`config.mk`:
```
export PLATFORM = sky130hd
export DESIGN_NAME = image_loader_flat
export DESIGN_NICKNAME = d
export VERILOG_FILES = /design/src/rtl/image_loader_if.sv /design/src/rtl/image_loader.sv /design/src/flat_wrapper.sv
export SDC_FILE = /design/constraint.sdc
export NUM_CORES = 1
export LEC_CHECK = 0
export BUFFER_PORTS_ARGS = -buffer_cell sky130_fd_sc_hd__buf_4
export CAP_MARGIN = 15
export CORE_MARGIN = 2
export CORE_UTILIZATION = 50
export DETAILED_ROUTE_END_ITERATION = 8
export GPL_TIMING_DRIVEN = 1
export PLACE_DENSITY = 0.65
export SYNTH_ARGS = -nofsm -noshare
export SYNTH_HDL_FRONTEND = slang
export SYNTH_SLANG_ARGS = --single-unit
```
`constraint.sdc`:
```
create_clock -name clk -period 8.41 [get_ports clk]
set_clock_uncertainty 0.05 [all_clocks]
set_input_delay 0.4205 -clock clk [delete_from_list [all_inputs] [get_ports clk]]
set_output_delay 0.4205 -clock clk [all_outputs]
set_load 0.005 [all_outputs]
```
`src/rtl/image_loader_if.sv`:
```
// Bridge write port and image write-back port of the image loader, as one bundle.
// master = bridge/host side, slave = loader.
interface image_loader_if;
  logic        bridge_wr;
  logic [31:0] bridge_addr;
  logic [31:0] bridge_wr_data;
  logic        overflow_clear;
  logic        background_write_en;
  logic        spritesheet_write_en;
  logic [16:0] image_write_addr;
  logic [15:0] image_write_data;
  logic        busy;
  logic        overflow;

  modport master (
    output bridge_wr, bridge_addr, bridge_wr_data, overflow_clear,
    input  background_write_en, spritesheet_write_en, image_write_addr,
           image_write_data, busy, overflow
  );

  modport slave (
    input  bridge_wr, bridge_addr, bridge_wr_data, overflow_clear,
    output background_write_en, spritesheet_write_en, image_write_addr,
           image_write_data, busy, overflow
  );
endinterface

```
`src/rtl/image_loader.sv`:
```
// Buffers 32-bit bridge words and serialises them into RGB565 pixel / alpha-byte writes.
// Write-to-first-strobe is 2 cycles, one beat per cycle; a word arriving at a full FIFO is dropped and flagged.
module image_loader #(
  parameter int unsigned FIFO_DEPTH   = 4,
  parameter int unsigned BG_PIXELS    = 129600,
  parameter int unsigned SPRITE_BYTES = 32768
) (
  input  logic         clk,
  input  logic         reset_n,
  image_loader_if.slave bus
);

  localparam int unsigned AW       = $clog2(FIFO_DEPTH);
  localparam logic [AW:0] FULL_CNT = (AW + 1)'(FIFO_DEPTH);

  typedef struct packed {
    logic        sprite;
    logic [17:0] addr;
    logic [31:0] dat;
  } entry_t;

  typedef struct packed {
    logic        en;
    logic [16:0] addr;
    logic [15:0] dat;
  } beat_t;

  typedef enum logic {IDLE, EMIT} state_t;

  // Beat address is kept at 18 bits so a +1/+3 past the top stays out of range instead of wrapping.
  function automatic beat_t beat_out(input logic sprite, input logic [17:0] base,
                                     input logic [31:0] dat, input logic [1:0] k);
    beat_t       b;
    logic [17:0] a;
    a      = base + {16'b0, k};
    b.addr = a[16:0];
    if (sprite) begin
      b.en = {14'b0, a} < SPRITE_BYTES;
      case (k)
        2'd0:    b.dat = {8'h00, dat[31:24]};
        2'd1:    b.dat = {8'h00, dat[23:16]};
        2'd2:    b.dat = {8'h00, dat[15:8]};
        default: b.dat = {8'h00, dat[7:0]};
      endcase
    end else begin
      b.en  = {14'b0, a} < BG_PIXELS;
      b.dat = k[0] ? dat[15:0] : dat[31:16];
    end
    return b;
  endfunction

  entry_t        mem [FIFO_DEPTH];
  logic [AW-1:0] wr_ptr, rd_ptr;
  logic [AW:0]   count, next_count;
  state_t        state, next_state;
  logic [1:0]    beat;
  logic          cur_sprite;
  logic [17:0]   cur_base;
  logic [31:0]   cur_dat;

  logic          bg_en_q, sp_en_q, busy_q, overflow_q;
  logic [16:0]   addr_q;
  logic [15:0]   dat_q;

  logic          wr_valid, push, pop, drop, last_beat;
  entry_t        head, wr_entry;
  logic [17:0]   head_base;
  beat_t         nxt_beat;
  logic          nxt_sprite;
  logic          unused_addr_bits;

  assign unused_addr_bits = ^bus.bridge_addr[27:18];

  assign wr_valid  = bus.bridge_wr &&
                     (bus.bridge_addr[31:28] == 4'h1 || bus.bridge_addr[31:28] == 4'h2);
  assign wr_entry  = '{sprite: (bus.bridge_addr[31:28] == 4'h2),
                       addr:   bus.bridge_addr[17:0],
                       dat:    bus.bridge_wr_data};
  assign head      = mem[rd_ptr];
  assign head_base = head.sprite ? {3'b0, head.addr[14:0]} : {1'b0, head.addr[17:1]};

  always_comb begin
    last_beat  = (beat == (cur_sprite ? 2'd3 : 2'd1));
    pop        = (count != '0) && (state == IDLE || last_beat);
    push       = wr_valid && ((count != FULL_CNT) || pop);
    drop       = wr_valid && (count == FULL_CNT) && !pop;
    next_count = count + {{AW{1'b0}}, push} - {{AW{1'b0}}, pop};
    if (pop)                              next_state = EMIT;
    else if (state == EMIT && !last_beat) next_state = EMIT;
    else                                  next_state = IDLE;
    nxt_sprite = pop ? head.sprite : cur_sprite;
    nxt_beat   = pop ? beat_out(head.sprite, head_base, head.dat, 2'd0)
                     : beat_out(cur_sprite, cur_base, cur_dat, beat + 2'd1);
  end

  always_ff @(posedge clk) begin
    if (push) mem[wr_ptr] <= wr_entry;
  end

  always_ff @(posedge clk or negedge reset_n) begin
    if (!reset_n) begin
      wr_ptr     <= '0;
      rd_ptr     <= '0;
      count      <= '0;
      state      <= IDLE;
      beat       <= 2'd0;
      cur_sprite <= 1'b0;
      cur_base   <= '0;
      cur_dat    <= '0;
      bg_en_q    <= 1'b0;
      sp_en_q    <= 1'b0;
      addr_q     <= '0;
      dat_q      <= '0;
      busy_q     <= 1'b0;
      overflow_q <= 1'b0;
    end else begin
      if (push) wr_ptr <= wr_ptr + 1'b1;
      if (pop)  rd_ptr <= rd_ptr + 1'b1;
      count      <= next_count;
      state      <= next_state;
      busy_q     <= (next_count != '0) || (next_state == EMIT);
      // A drop in the same cycle as a clear must leave the flag set.
      overflow_q <= drop || (overflow_q && !bus.overflow_clear);

      if (pop) begin
        cur_sprite <= head.sprite;
        cur_base   <= head_base;
        cur_dat    <= head.dat;
        beat       <= 2'd0;
      end else if (state == EMIT && !last_beat) begin
        beat <= beat + 2'd1;
      end

      if (next_state == EMIT) begin
        bg_en_q <= nxt_beat.en && !nxt_sprite;
        sp_en_q <= nxt_beat.en && nxt_sprite;
        addr_q  <= nxt_beat.addr;
        dat_q   <= nxt_beat.dat;
      end else begin
        bg_en_q <= 1'b0;
        sp_en_q <= 1'b0;
      end
    end
  end

  assign bus.background_write_en  = bg_en_q;
  assign bus.spritesheet_write_en = sp_en_q;
  assign bus.image_write_addr     = addr_q;
  assign bus.image_write_data     = dat_q;
  assign bus.busy                 = busy_q;
  assign bus.overflow             = overflow_q;

endmodule

```
`src/flat_wrapper.sv`:
```
// flat-port wrapper written by rule: the top's interface ports become plain ports
module image_loader_flat 
#(
  parameter int unsigned FIFO_DEPTH   = 4,
  parameter int unsigned BG_PIXELS    = 129600,
  parameter int unsigned SPRITE_BYTES = 32768
)
  (clk, reset_n, bus_bridge_wr, bus_bridge_addr, bus_bridge_wr_data, bus_overflow_clear, bus_background_write_en, bus_spritesheet_write_en, bus_image_write_addr, bus_image_write_data, bus_busy, bus_overflow);
  image_loader_if bus_i ();
  input  logic clk;
  input  logic reset_n;
  input wire logic [$bits(bus_i.bridge_wr)-1:0] bus_bridge_wr;
  input wire logic [$bits(bus_i.bridge_addr)-1:0] bus_bridge_addr;
  input wire logic [$bits(bus_i.bridge_wr_data)-1:0] bus_bridge_wr_data;
  input wire logic [$bits(bus_i.overflow_clear)-1:0] bus_overflow_clear;
  output wire logic [$bits(bus_i.background_write_en)-1:0] bus_background_write_en;
  output wire logic [$bits(bus_i.spritesheet_write_en)-1:0] bus_spritesheet_write_en;
  output wire logic [$bits(bus_i.image_write_addr)-1:0] bus_image_write_addr;
  output wire logic [$bits(bus_i.image_write_data)-1:0] bus_image_write_data;
  output wire logic [$bits(bus_i.busy)-1:0] bus_busy;
  output wire logic [$bits(bus_i.overflow)-1:0] bus_overflow;
  assign bus_i.bridge_wr = bus_bridge_wr;
  assign bus_i.bridge_addr = bus_bridge_addr;
  assign bus_i.bridge_wr_data = bus_bridge_wr_data;
  assign bus_i.overflow_clear = bus_overflow_clear;
  assign bus_background_write_en = bus_i.background_write_en;
  assign bus_spritesheet_write_en = bus_i.spritesheet_write_en;
  assign bus_image_write_addr = bus_i.image_write_addr;
  assign bus_image_write_data = bus_i.image_write_data;
  assign bus_busy = bus_i.busy;
  assign bus_overflow = bus_i.overflow;
  image_loader #(.FIFO_DEPTH(FIFO_DEPTH), .BG_PIXELS(BG_PIXELS), .SPRITE_BYTES(SPRITE_BYTES)) u_core (.clk(clk), .reset_n(reset_n), .bus(bus_i));
endmodule
```
== Word-level counts from Yosys, hierarchy flattened ==
Memory sizes are Yosys's and may differ from the RTL's.
Index checks and enable logic that the tools add are counted.
Widths: inputs -> output; s select.

* Add/subtract/negate cells: 6
* Divide/modulo/power cells: 0
* $mul: 0
* Order comparisons: 4
* Shift-type cells: 0
* Reductions and logical operators: 22
* Mux-type cells: 18
* Eq/ne operators: 7
* Bitwise logic cells: 1

{| class="wikitable"
|+ Operators with widths
! kind !! count
|-
| $mux 16 || 3
|-
| $lt 18x16->1 const B || 2
|-
| $lt 18x17->1 const B || 2
|-
| $mux 34 || 1
|-
| $pmux 8 s3 || 1
|-
| $add 18x2->18 || 1
|-
| $mux 17 || 1
|-
| $logic_and 1x1->1 || 9
|-
| $mux 1 || 9
|-
| $add 2x1->2 const B || 3
|-
| $mux 2 || 3
|-
| $reduce_bool 3->1 || 2
|-
| $logic_or 1x1->1 || 5
|-
| $eq 4x1->1 const B || 1
|-
| $eq 4x2->1 const B || 1
|-
| $logic_not 1->1 || 4
|-
| $add 3x1->3 || 1
|-
| $eq 3x3->1 const B || 1
|-
| $ne 3x3->1 const B || 1
|-
| $sub 3x1->3 || 1
|-
| $eq 2x1->1 const B || 1
|-
| $eq 2x2->1 || 1
|-
| $eq 2x2->1 const B || 1
|-
| $logic_not 2->1 || 1
|-
| 2 further kinds || 2
|}

* Latch bits: 0
* RAM bits: 204
* Output and inout port bits: 37
* Bits in read-only memories: 0
* Bits in registers: 98
* Memories kept: 1
* Bits of input ports: 68
* Word-level logic and storage cells: 73

{| class="wikitable"
|+ Memory list
! memory !! depth !! bits a word !! rd ports !! clocked after Yosys merged registers in !! write ports !! RTL line !! text
|-
| u_core.mem || 4 || 51 || 1 || 0 || 1 || image_loader.sv:52 || <nowiki>entry_t mem [FIFO_DEPTH];</nowiki>
|}

== Longest topological paths before layout ==
Gate-level depths: netlist (run 1).

* Word-level depth: 10
* Mapped depth: 15
* Depth with buffers taken out: 12

== Least setup slack after synthesis (run 1) ==
OpenSTA, ideal clock, no wires.

* Path type: flip-flop to flip-flop
* Start point: register u_core.beat[0]
* End point: register u_core.busy_q, in the netlist u_core.bus.busy
* Clock period less this slack: 3.373 ns
* Data arrival time: 3.185 ns
* Setup slack: 5.037 ns
* Buffers on the path: 3
* Setup time: 0.138 ns
* Data required time: 8.222 ns
* Stages on the path, launching flop included: 16
* Path through: dfrtp_1 -> buf_2 -> inv_1 -> o21ai_1 -> nand2_1 -> inv_1 -> buf_2 -> buf_2 -> ha_1 -> inv_1 -> ha_1 -> inv_1 -> fa_1 -> xnor2_1 -> xnor2_1 -> or4_1

* Cells in the longest elaborated chain, start to end: 9
* Elaborated cells on any way between the ends: 13
* Those cells by class: add/sub: 2; eq/ne: 1; mux: 2; reduce/logical: 8

{| class="wikitable"
|+ RTL lines
! element !! RTL line !! text
|-
| from (decl) || image_loader.sv:56 || <nowiki>logic [1:0] beat;</nowiki>
|-
| from (signal assigned) || image_loader.sv:131 || <nowiki>beat <= beat + 2'd1;</nowiki>
|-
| $eq 2x2->1 (*) || image_loader.sv:83 || <nowiki>last_beat = (beat == (cur_sprite ? 2'd3 : 2'd1));</nowiki>
|-
| $logic_or 1x1->1 (*) || image_loader.sv:84 || <nowiki>pop = (count != '0) && (state == IDLE || last_beat);</nowiki>
|-
| $logic_and 1x1->1 (*) || image_loader.sv:84 ||
|-
| net u_core.pop || image_loader.sv:65 || <nowiki>logic wr_valid, push, pop, drop, last_beat;</nowiki>
|-
| $logic_or 1x1->1 || image_loader.sv:85 || <nowiki>push = wr_valid && ((count != FULL_CNT) || pop);</nowiki>
|-
| $logic_and 1x1->1 || image_loader.sv:85 ||
|-
| $add 3x1->3 || image_loader.sv:87 || <nowiki>next_count = count + {{AW{1'b0}}, push} - {{AW{1'b0}}, pop};</nowiki>
|-
| $sub 3x1->3 (*) || image_loader.sv:87 ||
|-
| net u_core.next_count[2] || image_loader.sv:54 || <nowiki>logic [AW:0] count, next_count;</nowiki>
|-
| $reduce_bool 3->1 (*) || image_loader.sv:121 || <nowiki>busy_q <= (next_count != '0) || (next_state == EMIT);</nowiki>
|-
| $logic_or 1x1->1 (*) || image_loader.sv:121 ||
|-
| to (signal assigned) || image_loader.sv:121 ||
|-
| to (decl) || image_loader.sv:61 || <nowiki>logic bg_en_q, sp_en_q, busy_q, overflow_q;</nowiki>
|}

Mark *: on every way through the listed nets, which the timed path passes. The rest lies on a longest branch.
A chain may end at the register's enable or synchronous reset.

== Worst setup path in the final report (run 1) ==
* Start point: register u_core.beat[0]
* End point: register u_core.bg_en_q, in the netlist u_core.bus.background_write_en

* Cells in the longest elaborated chain, start to end: 7
* Elaborated cells on any way between the ends: 17
* Those cells by class: add/sub: 2; order compare: 2; eq/ne: 1; mux: 6; reduce/logical: 6

{| class="wikitable"
|+ RTL lines
! element !! RTL line !! text
|-
| $add 2x1->2 or $eq 2x2->1 (tied branches) || image_loader.sv:93, image_loader.sv:83 ||
|-
| $add 18x2->18 or $logic_or 1x1->1 (tied branches) || image_loader.sv:35, image_loader.sv:84 ||
|-
| $lt 18x17->1 (tied with other cells) || image_loader.sv:46 || <nowiki>b.en = {14'b0, a} < BG_PIXELS;</nowiki>
|-
| $mux 1 (on tied branches) || image_loader.sv:37, image_loader.sv:91 ||
|-
| $mux 34 or $logic_not 1->1 (tied branches) || image_loader.sv:92, image_loader.sv:135 ||
|-
| $logic_and 1x1->1 || image_loader.sv:135 || <nowiki>bg_en_q <= nxt_beat.en && !nxt_sprite;</nowiki>
|-
| $mux 1 (*) || image_loader.sv:134 || <nowiki>if (next_state == EMIT) begin</nowiki>
|-
| to (signal assigned) || image_loader.sv:135 ||
|-
| to (decl) || image_loader.sv:61 ||
|}

Mark *: on every way between the ends. The rest lies on a longest branch, timed or not.

==> metrics.md, run 1 <==
| Metric | Value |
|---|---|
| Gp weighted congestion | `0.813` |
| Post-synthesis mux area share | `12.6%` |
| Pre-CTS setup slack | `4.57 ns` |
| DR WL/cell | `20.0 µm` |
| Via Count | `7341` |
| Achievable Freq | `0.256 GHz` |
| Core area | `0.0245 mm²` |
| Num CTS Buffers | `31` |
| Worst setup margin | `4.50 ns` |
| Simple logic cell fraction of the synthesized area | `7.93%` |
| Post-Synthesis Cells | `844` |
| Die area | `0.0263 mm²` |
| Post-CTS Setup Inserts | `0` |
| Initial DRC count | `647` |
| Synth Area in Compound Gates | `6.19%` |
| WP data arrival | `4.32 ns` |
| CP Capture Type | `flip-flop` |
| Xor/xnor share of the synthesized area | `1.47%` |
| Drc violations | `0` |
| Max_slew headroom | `41.3%` |
| Avg Inst Size Synth | `14.8 µm²` |
| Max incr delay on CP | `0.86 ns` |
| Synth Net Count | `926` |
| Starting Density | `51.2%` |
| CTS tree | `built` |
| Ys Warns | `0` |
| Dpl hpwl | `16000 µm` |
| First-pass GRT wire length | `41800 µm` |
| Main combinational cell family by area after synthesis | `multiplexers` |
| Cts hold-fix bufs | `51` |
| Row count | `57` |
| Most frequent cells in the layout | `204 x edfxtp_1, 172 x nand2_1, 101 x buf_4, 95 x dfrtp_1, 63 x o21ai_0` |
| Final setup TNS | `0 ns` |
| Pin count of the biggest net entering global routing | `70` |
| NumNets Final | `1063` |
| Initial antenna violation count | `0` |
| Clock tree buffer depth | `3` |
| Total global routing overflow | `0` |
| Via density | `5.52` |
| Most frequent CP cell | `ha_1` |
| Period utilization | `46.5%` |
| WL final | `26600 µm` |
| Register area share after synthesis | `68.3%` |
| Final Hold Vio Count | `0` |
| Final min period | `3.91 ns` |
| Async set or reset register ratio after synthesis | `32.2%` |
| Htree depth | `1` |
| Count of final max-slew check failures | `0` |
| Hold Crit Class | `in -> reg` |
| Chip width | `162 µm` |
| CP max-delay cell | `dfrtp_1` |
| Post-synthesis adder-cell area fraction | `1.52%` |
| Status | `complete, no violations` |
| CTS clk-pin slew, worst paths | `0.06 ns` |
| Antenna Cells | `0` |
| Power density over cell area | `369 mW/mm²` |
| Critical path, cell by cell | `inv_1 > ha_1 > ha_1 > a21oi_1 > nor3_1 > mux2_2 > a211oi_1 > a2111oi_2 > nor4_1` |
| I/O Buffers | `94` |
| Maxcap violations | `0` |
| Area delta synth->final | `20.6%` |
| Crit path max-delay family | `flip-flops` |
| Slew @ Worst Pin | `0.880 ns` |
| Crit path kind | `reg -> reg` |
| Post-Syn Area | `0.0125 mm²` |
| Skew-Pair Late Insertion Delay | `0.57 ns` |
| Worst VDD drop | `0.000261 V` |
| LEAKAGE | `5.80 nW` |
| Worst path depth | `9` |
| Unrepaired setup endpoints after global routing | `false` |
| Die height | `162 µm` |
| Layout cells sized above 1 | `23.2%` |
| Primary FF master, synth | `edfxtp_1` |
| Critical Path Fanout Max | `19` |
| Util after Layout | `61.7%` |
| Post-synth EDFFs | `204` |
| Root Driver | `clkbuf_16` |
| Cell depth of the worst flop-to-flop path | `9` |
| Final setup fails | `0` |
| Critical Path RT | `8.81 ns` |
| CTS Sinks | `301` |
| Worst setup SP type | `flip-flop` |
| Distinct cells, synth | `50` |
| Most common cell after layout, fill and taps aside | `edfxtp_1` |
| Post-CTS resize count | `0` |
| Final ANT Viol Nets | `0` |
| Worst Path Buf+Inv | `1` |
| DR pass1 iterations | `6` |
| WHS Path Cells | `1` |
| FF+latch count, synth | `301` |
| Vias in the first global route | `7321` |
| Num ports | `105` |
| Total track usage | `20.6%` |
-- cell type report --
class / instances / area (µm²)
fill: 1847 / 9360
sequential: 301 / 8560
multi-input combinational: 484 / 3750
timing repair buffer: 152 / 1270
clock buffer: 38 / 837
tap: 324 / 405
clock inverter: 20 / 246
inverter: 11 / 41.3
-- per-layer routing --
metal  GRT usage [%]  vias up  routed length, µm
met2            31.3      182              12100
li1                -     3448                  -
met4            5.47        0                613
met1            31.5     3675              12700
met5               0        -                  0
met3            3.24       36               1190
-- registers in the layout, summed over array words and instances, names as in the netlist --
| name | count |
|---|---|
| u_core.beat | 2 |
| u_core.cur_sprite | 1 |
| u_core.cur_base | 17 |
| u_core.bus.busy | 1 |
| u_core.bus.background_write_en | 1 |
| u_core.bus.overflow | 1 |
| u_core.wr_ptr | 2 |
| u_core.state | 1 |
| u_core.rd_ptr | 2 |
| u_core.bus.spritesheet_write_en | 1 |
| u_core.bus.image_write_addr | 17 |
| u_core.cur_dat | 32 |
| u_core.mem | 204 |
| u_core.count | 3 |
| u_core.bus.image_write_data | 16 |
-- worst paths after layout --
path | start | end | slack (ns)
hold reg to reg | u_core.cur_base[0] | u_core.cur_base[0] | 0.44
setup / recovery | u_core.beat[0] | u_core.bus.background_write_en | 4.50
setup reg to reg | u_core.beat[0] | u_core.bus.background_write_en | 4.50
hold / removal | bus_bridge_addr[17] | u_core.mem[2][49] | 0.02
max in group asynchronous | reset_n | u_core.rd_ptr[0] | 6.74
min in group asynchronous | reset_n | u_core.bus.image_write_addr[5] | 0.26
-- power by group --
| part | internal [mW] | switching (mW) | total (mW) |
|---|---|---|---|
| Clock | 0.864 | 0.572 | 1.44 |
| Sequential | 1.87 | 0.273 | 2.14 |
| Combinational | 0.858 | 1.14 | 2.00 |
| Total | 3.59 | 1.98 | 5.57 |
-- synth_stat cells (all sizes together) (6+ instances only) --
library cell	count	share of area, %
edfxtp	204	49
nand2	173	5.2
dfrtp	97	19
o21ai	64	2.6
mux4	51	9.2
buf	24	0.96
clkbuf	24	0.72
mux2i	24	1.9
nor2	20	0.60
o211ai	18	1.1
mux2	17	1.5
a21oi	15	0.63
ha	12	1.2
inv	11	0.33
xnor2	11	0.77
xor2	10	0.70
nand4	9	0.50
a222oi	8	0.64
a22oi	8	0.48
nand3	6	0.34
-- worst reg2reg max path, cell delays in order, from the launching register on --
cell and delay (ns):
dfrtp_1 0.86, inv_1 0.33, ha_1 0.43, ha_1 0.29
a21oi_1 0.20, nor3_1 0.51, mux2_2 0.39, a211oi_1 0.36
a2111oi_2 0.08, nor4_1 0.31
-- metrics by stage --
step	instance area, µm²	total power [mW]	cells	hold WS (ns)
2_1_floorplan	12500	3.50	844	0.0749
3_3_place_gp	13500	4.12	1221	0.322
3_5_place_dp	13500	4.14	1221	0.325
4_1_cts	15100	5.61	1330	0.00614
5_1_grt	15100	5.92	1330	0.00670
6_report	15100	5.57	1330	0.0222
-- cell families (layout without fill, tap and decap cells) --
group | count (synthesis) | count (layout)
adder cells (fa/ha/maj) | 14 | 14
buffers and inverters | 59 | 221
AND/OR/NAND/NOR | 232 | 232
XOR/XNOR | 21 | 21
AO/OA/AOI/OAI | 125 | 125
multiplexers | 92 | 92
flip-flops | 301 | 301
Note: power is estimated with default switching activity, not from simulation.
==> run 2, diff against run 1 <==
Settings changed: PLACE_DENSITY 0.65 to 0.67.
Clock period 8.41 ns to 3.4 ns, I/O delays scaled along.
==> run 2 against run 1 <==
Net effect: clock power increased by 130%; critical endpoint unchanged; wire length grew 0.93%; highest routed layer unchanged; total power grew 140%.
==> metrics.md, run 2 (synthesis results as in run 1) <==
| Metric | Value |
|---|---|
| CTS Sinks | `301 (unchanged)` |
| Unrepaired setup endpoints after global routing | `false` |
| WP data arrival | `3.40 ns (-0.92 ns)` |
| Total global routing overflow | `0 (unchanged)` |
| Worst VDD drop | `0.000654 V (+150%)` |
| Final Hold Vio Count | `0 (unchanged)` |
| Crit path kind | `reg -> reg` |
| Most frequent cells in the layout | `204 x edfxtp_1, 172 x nand2_1, 117 x buf_4, 95 x dfrtp_1, 63 x o21ai_0` |
| Critical Path RT | `3.80 ns (-5.01 ns)` |
| CTS clk-pin slew, worst paths | `0.06 ns (about the same)` |
| Via Count | `7521 (+2.5%)` |
| Skew-Pair Late Insertion Delay | `0.55 ns (-0.02 ns)` |
| DR pass1 iterations | `5 (-1)` |
| Clock tree buffer depth | `3 (unchanged)` |
| LEAKAGE | `5.86 nW (+1.0%)` |
| Period utilization | `88.3% (+42 points)` |
| Non-Filler Instances | `1347 (+1.3%)` |
| Critical Path Fanout Max | `7 (-12)` |
| Via density | `5.58 (+1.2%)` |
| Antenna Cells | `0 (unchanged)` |
| Final setup fails | `0 (unchanged)` |
| Most common cell after layout, fill and taps aside | `edfxtp_1` |
| Total track usage | `20.9% (+0.29 points)` |
| Row count | `57 (unchanged)` |
| Fillers | `1815 (-1.7%)` |
| Die area | `0.0263 mm² (unchanged)` |
| Total power | `13.5 mW (+140%)` |
| Slew @ Worst Pin | `0.690 ns (-0.190 ns)` |
| Chip width | `162 µm (unchanged)` |
| Num CTS Buffers | `31 (unchanged)` |
| Count of final max-slew check failures | `0 (unchanged)` |
| Achievable Freq | `0.333 GHz (+30%)` |
| Core area | `0.0245 mm² (unchanged)` |
| Area delta synth->final | `21.1%` |
| CP Capture Type | `flip-flop` |
| Worst Hold Slack | `0.0550 ns (+0.0328 ns)` |
| Final setup TNS | `0 ns (unchanged)` |
| DR WL/cell | `19.9 µm (-0.35%)` |
| Root Driver | `clkbuf_16` |
| Final min period | `3.00 ns (-0.911 ns)` |
| I/O Buffers | `94 (unchanged)` |
| Htree depth | `1 (unchanged)` |
| Hold Crit Class | `in -> reg` |
| Initial antenna violation count | `0 (unchanged)` |
| Power density over cell area | `893 mW/mm² (+140%)` |
| Status | `complete, no violations` |
| First-pass GRT wire length | `42500 µm (+1.6%)` |
| Layout cells sized above 1 | `24.0% (+0.89 points)` |
| Max incr delay on CP | `0.53 ns (-0.33 ns)` |
| Worst setup margin | `0.397 ns (-4.10 ns)` |
| Final ANT Viol Nets | `0 (unchanged)` |
| Post-CTS resize count | `0 (unchanged)` |
| CTS tree | `built` |
| Biggest register | `u_core.mem` |
| Crit path max-delay family | `compound AO/OA/AOI/OAI gates` |
| CP max-delay cell | `fa_1` |
| Initial DRC count | `576 (-11%)` |
| Critical path, cell by cell | `inv_1 > ha_1 > fa_1 > and2_1 > a21o_1 > a211o_1 > a211oi_1 > a2111oi_2 > nor4_1` |
| Vias in the first global route | `7445 (+1.7%)` |
| Max_slew headroom | `54.0% (+13 points)` |
| Die height | `162 µm (unchanged)` |
| Post-CTS Setup Inserts | `0 (unchanged)` |
| Dpl hpwl | `17000 µm (+6.4%)` |
| Num ports | `105 (unchanged)` |
| Worst Path Buf+Inv | `1 (unchanged)` |
| WL final | `26800 µm (+0.93%)` |
| Drc violations | `0 (unchanged)` |
| Dpl cells | `1238 (+1.4%)` |
| Max reg flops | `204 (unchanged)` |
| Pre-CTS setup slack | `0.435 ns (-4.14 ns)` |
| Pin count of the biggest net entering global routing | `70 (unchanged)` |
| NumNets Final | `1083 (+1.9%)` |
| Worst setup SP type | `flip-flop` |
| Starting Density | `51.2% (unchanged)` |
| Largest registers | `u_core.mem: 204 flops, u_core.cur_dat: 32 flops` |
| Maxcap violations | `0 (unchanged)` |
| Gp weighted congestion | `0.828 (+1.8%)` |
| Cts hold-fix bufs | `54 (+5.9%)` |
==> run 2: stage by stage <==
step	utilization, %	area (µm²)
after floorplan	-	12500
after global placement	55.8	13600
after detailed placement	55.8	13600
after CTS	62.0	15200
after global routing	62.0	15200
final	62.0	15200
==> run 2: worst register-to-register path, delay by kind of cell (launching register included) <==
kind | cells | cell delay, ns
simple gates | 2 | 0.50
fa+ha+maj | 2 | 0.86
buf+inv | 1 | 0.22
flops | 1 | 0.38
compound gates | 4 | 0.90
==> run 2: area by class of cell <==
type / instances / area [µm²] / area share (%)
multi-input combinational: 484 / 3740 / 24.7
clock inverter: 15 / 126 / 0.833
tap: 324 / 405 / 2.67
timing repair buffer: 172 / 1440 / 9.48
sequential: 301 / 8560 / 56.4
inverter: 11 / 41.3 / 0.272
clock buffer: 40 / 860 / 5.67
==> run 2: final timing paths <==
| kind | start | end | slack [ns] | cells past startpoint |
|---|---|---|---|---|
| max in group asynchronous | reset_n | u_core.cur_dat[3] | 2.35 | 3 |
| worst min register to register | u_core.cur_base[0] | u_core.cur_base[0] | 0.45 | 2 |
| worst max register to register | u_core.beat[0] | u_core.bus.background_write_en | 0.40 | 9 |
| min in group asynchronous | reset_n | u_core.cur_base[5] | 0.12 | 2 |
| worst max-delay path | u_core.beat[0] | u_core.bus.background_write_en | 0.40 | 9 |
| worst min-delay path | bus_bridge_wr | u_core.bus.overflow | 0.06 | 3 |
==> run 2: report_power, final <==
group	total [mW]	switching [mW]	internal (mW)
Combinational	5.09	2.91	2.18
Clock	3.25	1.34	1.92
Sequential	5.20	0.583	4.62
==> run 2: metal layers <==
layer / global-route usage, % / wire length, µm / vias up
met3: 2.83 / 1480 / 33
met4: 4.26 / 402 / 0
met1: 31.6 / 12200 / 3762
li1: - / - / 3486
met2: 33.1 / 12800 / 240
met5: 0 / 0 / -
